==> src/rtl/dyn_mux_arbiter.sv <==
// Wormhole round-robin arbiter for one 8:1 output mux of the dynamic node crossbar.
// Locks the mux select for a whole packet and issues per-flit pop pulses to the winner.
//
// state    | meaning
// ---------+------------------------------------------------------------
// ST_IDLE  | no packet locked; arbitrate among requesters every cycle
// ST_ROUTE | packet locked on r_sel; count down remaining flits
module dyn_mux_arbiter #(
   parameter int LEN_WIDTH = 8
) (
   input  logic                   clk,
   input  logic                   rst_n,
   input  logic [7:0]             req_i,
   input  logic [8*LEN_WIDTH-1:0] head_len_i,
   input  logic                   out_ready_i,
   output logic [2:0]             sel_o,
   output logic                   out_valid_o,
   output logic [7:0]             grant_o,
   output logic                   busy_o
);

   typedef enum logic {
      ST_IDLE  = 1'b0,
      ST_ROUTE = 1'b1
   } state_t;

   state_t               r_state;
   state_t               w_state_nxt;
   logic [2:0]           r_sel;
   logic [2:0]           w_sel_nxt;
   logic [2:0]           r_ptr;
   logic [2:0]           w_ptr_nxt;
   logic [LEN_WIDTH:0]   r_remain;
   logic [LEN_WIDTH:0]   w_remain_nxt;
   logic [LEN_WIDTH-1:0] w_len [8];
   logic [2:0]           w_win;
   logic [2:0]           w_idx;
   logic                 w_found;
   logic                 w_valid;
   logic                 w_xfer;

   always_comb begin
      for (int i = 0; i < 8; i++) begin
         w_len[i] = head_len_i[i*LEN_WIDTH +: LEN_WIDTH];
      end
   end

   // Circular search starting just after the last winner; the last winner itself is checked last.
   always_comb begin
      w_win   = '0;
      w_found = 1'b0;
      w_idx   = '0;
      for (int k = 1; k <= 8; k++) begin
         w_idx = r_ptr + 3'(k);
         if (!w_found && req_i[w_idx]) begin
            w_win   = w_idx;
            w_found = 1'b1;
         end
      end
   end

   always_comb begin
      w_state_nxt  = r_state;
      w_sel_nxt    = r_sel;
      w_ptr_nxt    = r_ptr;
      w_remain_nxt = r_remain;
      w_valid      = 1'b0;
      w_xfer       = 1'b0;
      grant_o      = '0;
      case (r_state)
         ST_IDLE: begin
            if (w_found) begin
               w_state_nxt  = ST_ROUTE;
               w_sel_nxt    = w_win;
               w_remain_nxt = {1'b0, w_len[w_win]} + (LEN_WIDTH+1)'(1);
            end
         end
         ST_ROUTE: begin
            // A dropped request is a bubble: the lock and count are held.
            w_valid = req_i[r_sel];
            w_xfer  = w_valid & out_ready_i;
            if (w_xfer) begin
               grant_o[r_sel] = 1'b1;
               w_remain_nxt   = r_remain - (LEN_WIDTH+1)'(1);
               if (r_remain == (LEN_WIDTH+1)'(1)) begin
                  w_state_nxt = ST_IDLE;
                  w_ptr_nxt   = r_sel;
               end
            end
         end
         default: begin
            w_state_nxt = ST_IDLE;
         end
      endcase
   end

   always_ff @(posedge clk) begin
      if (!rst_n) begin
         r_state  <= ST_IDLE;
         r_sel    <= '0;
         r_ptr    <= 3'd7;
         r_remain <= '0;
      end else begin
         r_state  <= w_state_nxt;
         r_sel    <= w_sel_nxt;
         r_ptr    <= w_ptr_nxt;
         r_remain <= w_remain_nxt;
      end
   end

   assign sel_o       = r_sel;
   assign out_valid_o = w_valid;
   assign busy_o      = (r_state == ST_ROUTE);

endmodule

==> config.mk <==
export PLATFORM = sky130hd
export DESIGN_NAME = dyn_mux_arbiter
export DESIGN_NICKNAME = d
export VERILOG_FILES = /design/src/rtl/dyn_mux_arbiter.sv
export SDC_FILE = /design/constraint.sdc
export NUM_CORES = 1
export LEC_CHECK = 0
export ABC_AREA = 1
export ABC_CLOCK_PERIOD_IN_PS = 3330
export BUFFER_PORTS_ARGS = -buffer_cell sky130_fd_sc_hd__buf_4
export CAP_MARGIN = 40
export CORE_MARGIN = 5
export CORE_UTILIZATION = 45
export DETAILED_ROUTE_END_ITERATION = 6
export GPL_ROUTABILITY_DRIVEN = 1
export PLACE_DENSITY = 0.82
export RECOVER_POWER = 25
export SLEW_MARGIN = 20
export SYNTH_ARGS = -nofsm -noshare
export SYNTH_HDL_FRONTEND = slang
export SYNTH_SLANG_ARGS = --single-unit
==> constraint.sdc <==
create_clock -name clk -period 3.33 [get_ports clk]
set_clock_uncertainty 0.15 [all_clocks]
set_input_delay 0.333 -clock clk [delete_from_list [all_inputs] [get_ports clk]]
set_output_delay 0.333 -clock clk [all_outputs]
set_load 0.05 [all_outputs]
==> impl_metrics.ini, run 1 <==
[run_status]
outcome = finished, violations left
failed_checks = negative setup slack

[power]
p_per_area_nw_per_um2 = 296
leakagePower_nw = 1.95
power.total_mw = 1.21
ir_worst_vdd_uv = 157

[timing]
finalSetupViolations = 1
maxSlewHeadroom = 0.554
hold_viol = 0
finalCriticalPeriod_ps = 3330
rsz0062_at_grt = yes
finalSetupTns_ps = -1.77
max_freq_mhz = 300
worst_pin_slew_ps = 662
maxSlewViolCount = 0
final.period_utilization = 1.00
post-route-worst-setup-slack_ps = -1.77
holdWs_ps = 226

[synthesis]
yosysMostFrequentCell = nand2_1
synth_ff_type = dfxtp_1
syn_area_um2 = 2590
yosys.area.top_type = nand2_1
yosys-top-cells-count = 131 x nand2_1, 96 x nand3_1, 27 x a21oi_1, 25 x nor2_1, 24 x inv_1
netlist_top_cells_area = nand2_1 19%, nand3_1 19%, dfxtp_1 12%, a21oi_1 5.2%, buf_6 4.3%
yosys.area.top_type_share = 0.190
yosys_warnings = 0
synth.ff_latch_count = 16
synth-edff-count = 0
synthCells = 439
ys_types = 42
syn_nets = 519
synth.avg_cell_area_um2 = 5.90
async_flop_share = 0
ys_seq_area_frac = 0.124

[hold_path]
hold_class = in2reg

[cts]
postCtsHoldBufs = 0
worst_skew_pair.late_latency_ps = 250
clk_pin_slew_ps = 70
cts_tree = built
cts_made_buffers = 3
cts_sinks = 16
root_buffer = clkbuf_8
cts_buffer_depth = 2
cts_max_level = 1

[route]
first_pass_iters = 5
drtIter0Drc = 241
vias = 3530
wl_per_cell_um = 14.6
postRouteAntennaNets = 0
drt-total-wl_um = 9270
route.detailed.drc = 0
vias_per_cell = 5.58

[layout]
utilization = 0.738
fill_cells = 429
area_growth_pct = 57.8
drive_gt1_frac = 0.435
nNetsFinal = 642
n_antenna_cell = 0

[floorplan]
die_w_um = 85.9
start_util = 0.468
num_rows = 27
core-area_um2 = 5540
dieArea_um2 = 7380
pin_count = 88
die-height_um = 85.9

[global_routing]
antenna_found_initial = 0
grt_first_pass_wirelength_um = 14000
first_global_vias = 3176
grt_usage = 0.225
grt_max_degree = 24
grt_remaining_overflow = 0

[placement]
place.gp.congestion = 0.941
pre_cts_slack_ps = -124
dp_hpwl_um = 6730
io_buffers = 87

[critical_path]
critPathCaptureType = register
criticalPathCategory = reg2reg
start_kind = register
cp_max_fo = 12
worst_ep_arrival_time_ps = 3370
required_ps = 3370

[run]
drv_cap = 0
-- metal layers --
| metal | vias to the layer above | GRT usage | share of wire | wire length (µm) |
|---|---|---|---|---|
| li1 | 1741 | - | - | - |
| met1 | 1585 | 0.262 | 0.38 | 3520 |
| met2 | 177 | 0.416 | 0.52 | 4810 |
| met3 | 27 | 0.0451 | 0.073 | 681 |
| met4 | 0 | 0.0590 | 0.027 | 248 |
| met5 | - | 0 | 0 | 0 |
-- path summary, 6_finish.rpt --
kind,startpoint,endpoint,slack (ps),depth (start not counted)
max reg2reg,r_ptr[1],r_remain[5],-2,23
max,r_ptr[1],r_remain[5],-2,23
min reg2reg,r_ptr[0],r_ptr[0],370,2
min,rst_n,r_ptr[2],230,2
-- timing repair --
action | 4_1_cts | 5_1_grt
pin swaps | 2 | 35
setup buffers | 3 | 14
gates cloned | 0 | 3
setup endpoints to repair | 7 | 9
gates resized for setup | 2 | 61
-- worst max-delay path, cell delays in order (launching register included) --
cell	delay, ps
dfxtp_4	380
inv_4	40
ha_4	280
inv_4	90
nand3_2	90
nand3_2	120
nand2_4	80
nor2_8	140
nand4_4	110
nor2_4	170
buf_4	130
nand2_2	60
nand3b_4	170
buf_12	160
nand3_1	90
nand3_1	110
nand3_1	130
nand2_2	140
nand2_2	90
nor2_4	150
nand2_1	60
nand2_1	70
nand3_2	80
a21oi_2	160
-- registers in the layout, indices dropped and copies added, names as in the netlist --
signal,flops
r_remain,9
busy_o,1
r_ptr,3
sel_o,3
-- power breakdown --
part	internal [mW]	switching, mW	total (mW)
combinational	0.349	0.451	0.799
sequential	0.211	0.0276	0.239
clock	0.105	0.0684	0.173
-- stage by stage --
stage / instance area (µm²) / cells
floorplan: 2750 / 439
global placement: 3590 / 609
detailed placement: 3590 / 609
CTS: 3670 / 616
global route: 4090 / 633
finish: 4090 / 633
-- layout make-up --
class / instances / area, µm² / area share
sequential: 16 / 327 / 0.0798
tap: 72 / 90.1 / 0.0220
multi-input combinational: 373 / 2360 / 0.576
timing repair buffer: 134 / 1120 / 0.274
clock buffer: 4 / 55.1 / 0.0135
inverter: 34 / 141 / 0.0346
-- cells by family after synthesis --
family | after synthesis | share of synthesized area
flip-flops | 16 | 0.124
XOR/XNOR | 3 | 0.0203
AO/OA/AOI/OAI | 62 | 0.143
adder cells (fa/ha/maj) | 5 | 0.0241
AND/OR/NAND/NOR | 302 | 0.582
buffers and inverters | 51 | 0.107
-- layout by cell type, fill, tap and decap left out, types with 6 or more instances in the layout --
| master | count |
|---|---|
| nand2_1 | 120 |
| buf_4 | 119 |
| nand3_1 | 79 |
| a21oi_1 | 23 |
| nor2_1 | 23 |
| nand3_2 | 22 |
| inv_1 | 21 |
| o21ai_0 | 18 |
| nand2_2 | 18 |
| dfxtp_1 | 13 |
| buf_6 | 9 |
| inv_2 | 8 |
| nor4_4 | 8 |
| nor2_4 | 6 |
No activity file was read; power rests on OpenSTA's default activity.
==> run 2, diff against run 1 <==
Settings changed: MAX_ROUTING_LAYER from default to met4, SETUP_SLACK_MARGIN from default to 0.15, SLEW_MARGIN 20 to 10.
==> run 2 against run 1 <==
  * The run still ends with negative setup slack left
  * First-iteration DRC count rose by 29%
  * Total power grew 4.8%
  * Utilization grew 0.95 points
  * Worst hold slack better by 4.6 ps
  * Via count rose by 4.5%
  * Clock-buffer cell count is the same
  * Final cell count shrank 0.16%
  * Sequential power increased by 2%
  * Critical path type unchanged
==> impl_metrics.ini, run 2 (same netlist as run 1, synthesis figures left out) <==
[timing]
worst_pin_slew_ps = 687
maxSlewViolCount = 0
rsz0062_at_grt = yes
post-route-worst-setup-slack_ps = -156
final.period_utilization = 1.05
hold_viol = 0
finalCriticalPeriod_ps = 3490
maxSlewHeadroom = 0.541
max_freq_mhz = 287
finalSetupViolations = 5

[critical_path]
path_depth = 21
timing.rr.start = r_ptr[1]
r2r_slack_ps = -160
path_delay_family = simple AND/OR/NAND/NOR gates
timing.rr.end = r_remain[4]
critPathMostFrequentCell = nand3_4
max_stage_delay_ps = 390
cp_max_fo = 6
worst_ep_arrival_time_ps = 3520
crit_end = r_remain[4]
r2r_cells = 21
crit_buf_inv = 3
start_kind = register
critPathCaptureType = register
crit_chain = inv_8 -> ha_4 -> nand3_4 -> nand3_4 -> nand2_4 -> nor2_8 -> nand4_4 -> nor2_4 -> nand3_4 -> nand3_4 -> buf_12 -> clkbuf_16 -> nand3_1 -> nand3_1 -> nand3_2 -> nand2_4 -> ha_4 -> nand2_2 -> o21bai_1 -> nand3_1 -> a21oi_1
cp_slowest_cell = dfxtp_4
required_ps = 3370
criticalPathCategory = reg2reg
crit_start = r_ptr[1]

[cts]
cts_tree = built
cts_sinks = 16
clk_pin_slew_ps = 70
cts_made_buffers = 3
worst_skew_pair.late_latency_ps = 250
cts_max_level = 1
cts_buffer_depth = 2
root_buffer = clkbuf_8

[floorplan]
core-area_um2 = 5540
die_w_um = 85.9
pin_count = 88
die-height_um = 85.9
num_rows = 27
dieArea_um2 = 7380
start_util = 0.468

[power]
ir_worst_vdd_uv = 165
leakagePower_nw = 1.95
p_clk_frac = 0.138
internal-power_mw = 0.689
p_switching_mw = 0.582
p_per_area_nw_per_um2 = 307
power.total_mw = 1.27
combPwrFrac = 0.670
pwr-share-seq = 0.192
switching_share = 0.458

[layout]
n_antenna_cell = 0
drive_gt1_frac = 0.432
area_growth_pct = 59.9
top_register = r_remain
utilization = 0.748
stdcell_count = 632
nNetsFinal = 641
layout_common_cells = 121 x nand2_1, 119 x buf_4, 77 x nand3_1
final_common_cell = nand2_1
largest_reg_flops = 9

[global_routing]
use_met3 = 0.0250
gr-usage-met1 = 0.294
grt_first_pass_wirelength_um = 14700
grt_max_degree = 24
first_global_vias = 3315
grt_remaining_overflow = 0
grt_usage = 0.242
grt.met2_usage = 0.419
antenna_found_initial = 0
busiest_layer = met2

[route]
first_pass_iters = 5
postRouteAntennaNets = 0
vias_per_cell = 5.84
drt-total-wl_um = 10100
route.detailed.drc = 0
drtIter0Drc = 312
vias = 3689
wl_per_cell_um = 16.0

[placement]
io_buffers = 87
place.gp.congestion = 0.966
dp_hpwl_um = 6790
place_inst = 595
pre_cts_slack_ps = -110

[run_status]
failed_checks = negative setup slack
outcome = finished, violations left

[hold_path]
hold_class = in2reg

[run]
drv_cap = 0
-- run 2: worst min-delay path by stage --
stage	from	to	slack (ps)	depth (start not counted)
after global routing	rst_n	r_ptr[2]	240	2
final	rst_n	r_ptr[2]	230	2
after CTS	rst_n	r_ptr[2]	230	2
after global placement	r_remain[6]	r_remain[6]	350	2
after detailed placement	r_remain[6]	r_remain[6]	360	2
after floorplan	rst_n	r_remain[1]	320	2
-- run 2: repair_timing --
item | CTS | global route
hold buffers | 0 | 0
gates resized for setup | 12 | 58
gates cloned | 0 | 3
endpoints found under the setup margin | 9 | 9
buffers inserted | 8 | 22
pin swaps | 3 | 32
-- run 2: per-layer routing --
| layer | vias to the layer above | wire, µm |
|---|---|---|
| li1 | 1732 | - |
| met1 | 1682 | 3830 |
| met2 | 224 | 5120 |
| met3 | 51 | 783 |
| met4 | 0 | 371 |
| met5 | - | 0 |
-- run 2: cell type report --
class,instances,area (µm²)
multi-input combinational,372,2410
fill,428,1400
timing repair buffer,134,1110
sequential,16,328
inverter,34,154
tap,72,90.1
clock buffer,4,55.1
-- run 2: power by group through the flow --
stage	logic (mW)	clock network, mW	registers (mW)
2_1_floorplan	0.479	0	0.246
3_3_place_gp	0.640	0	0.248
3_5_place_dp	0.654	0	0.249
4_1_cts	0.683	0.176	0.244
5_1_grt	0.920	0.186	0.248
6_report	0.851	0.176	0.244
-- run 2: per-stage QoR --
stage	cell area [µm²]	hold slack, ps	setup TNS [ps]
2_1_floorplan	2790	321	0
3_3_place_gp	3490	355	-8.05
3_5_place_dp	3490	361	-295
4_1_cts	3650	227	0
5_1_grt	4140	240	-1990
6_report	4140	231	-513
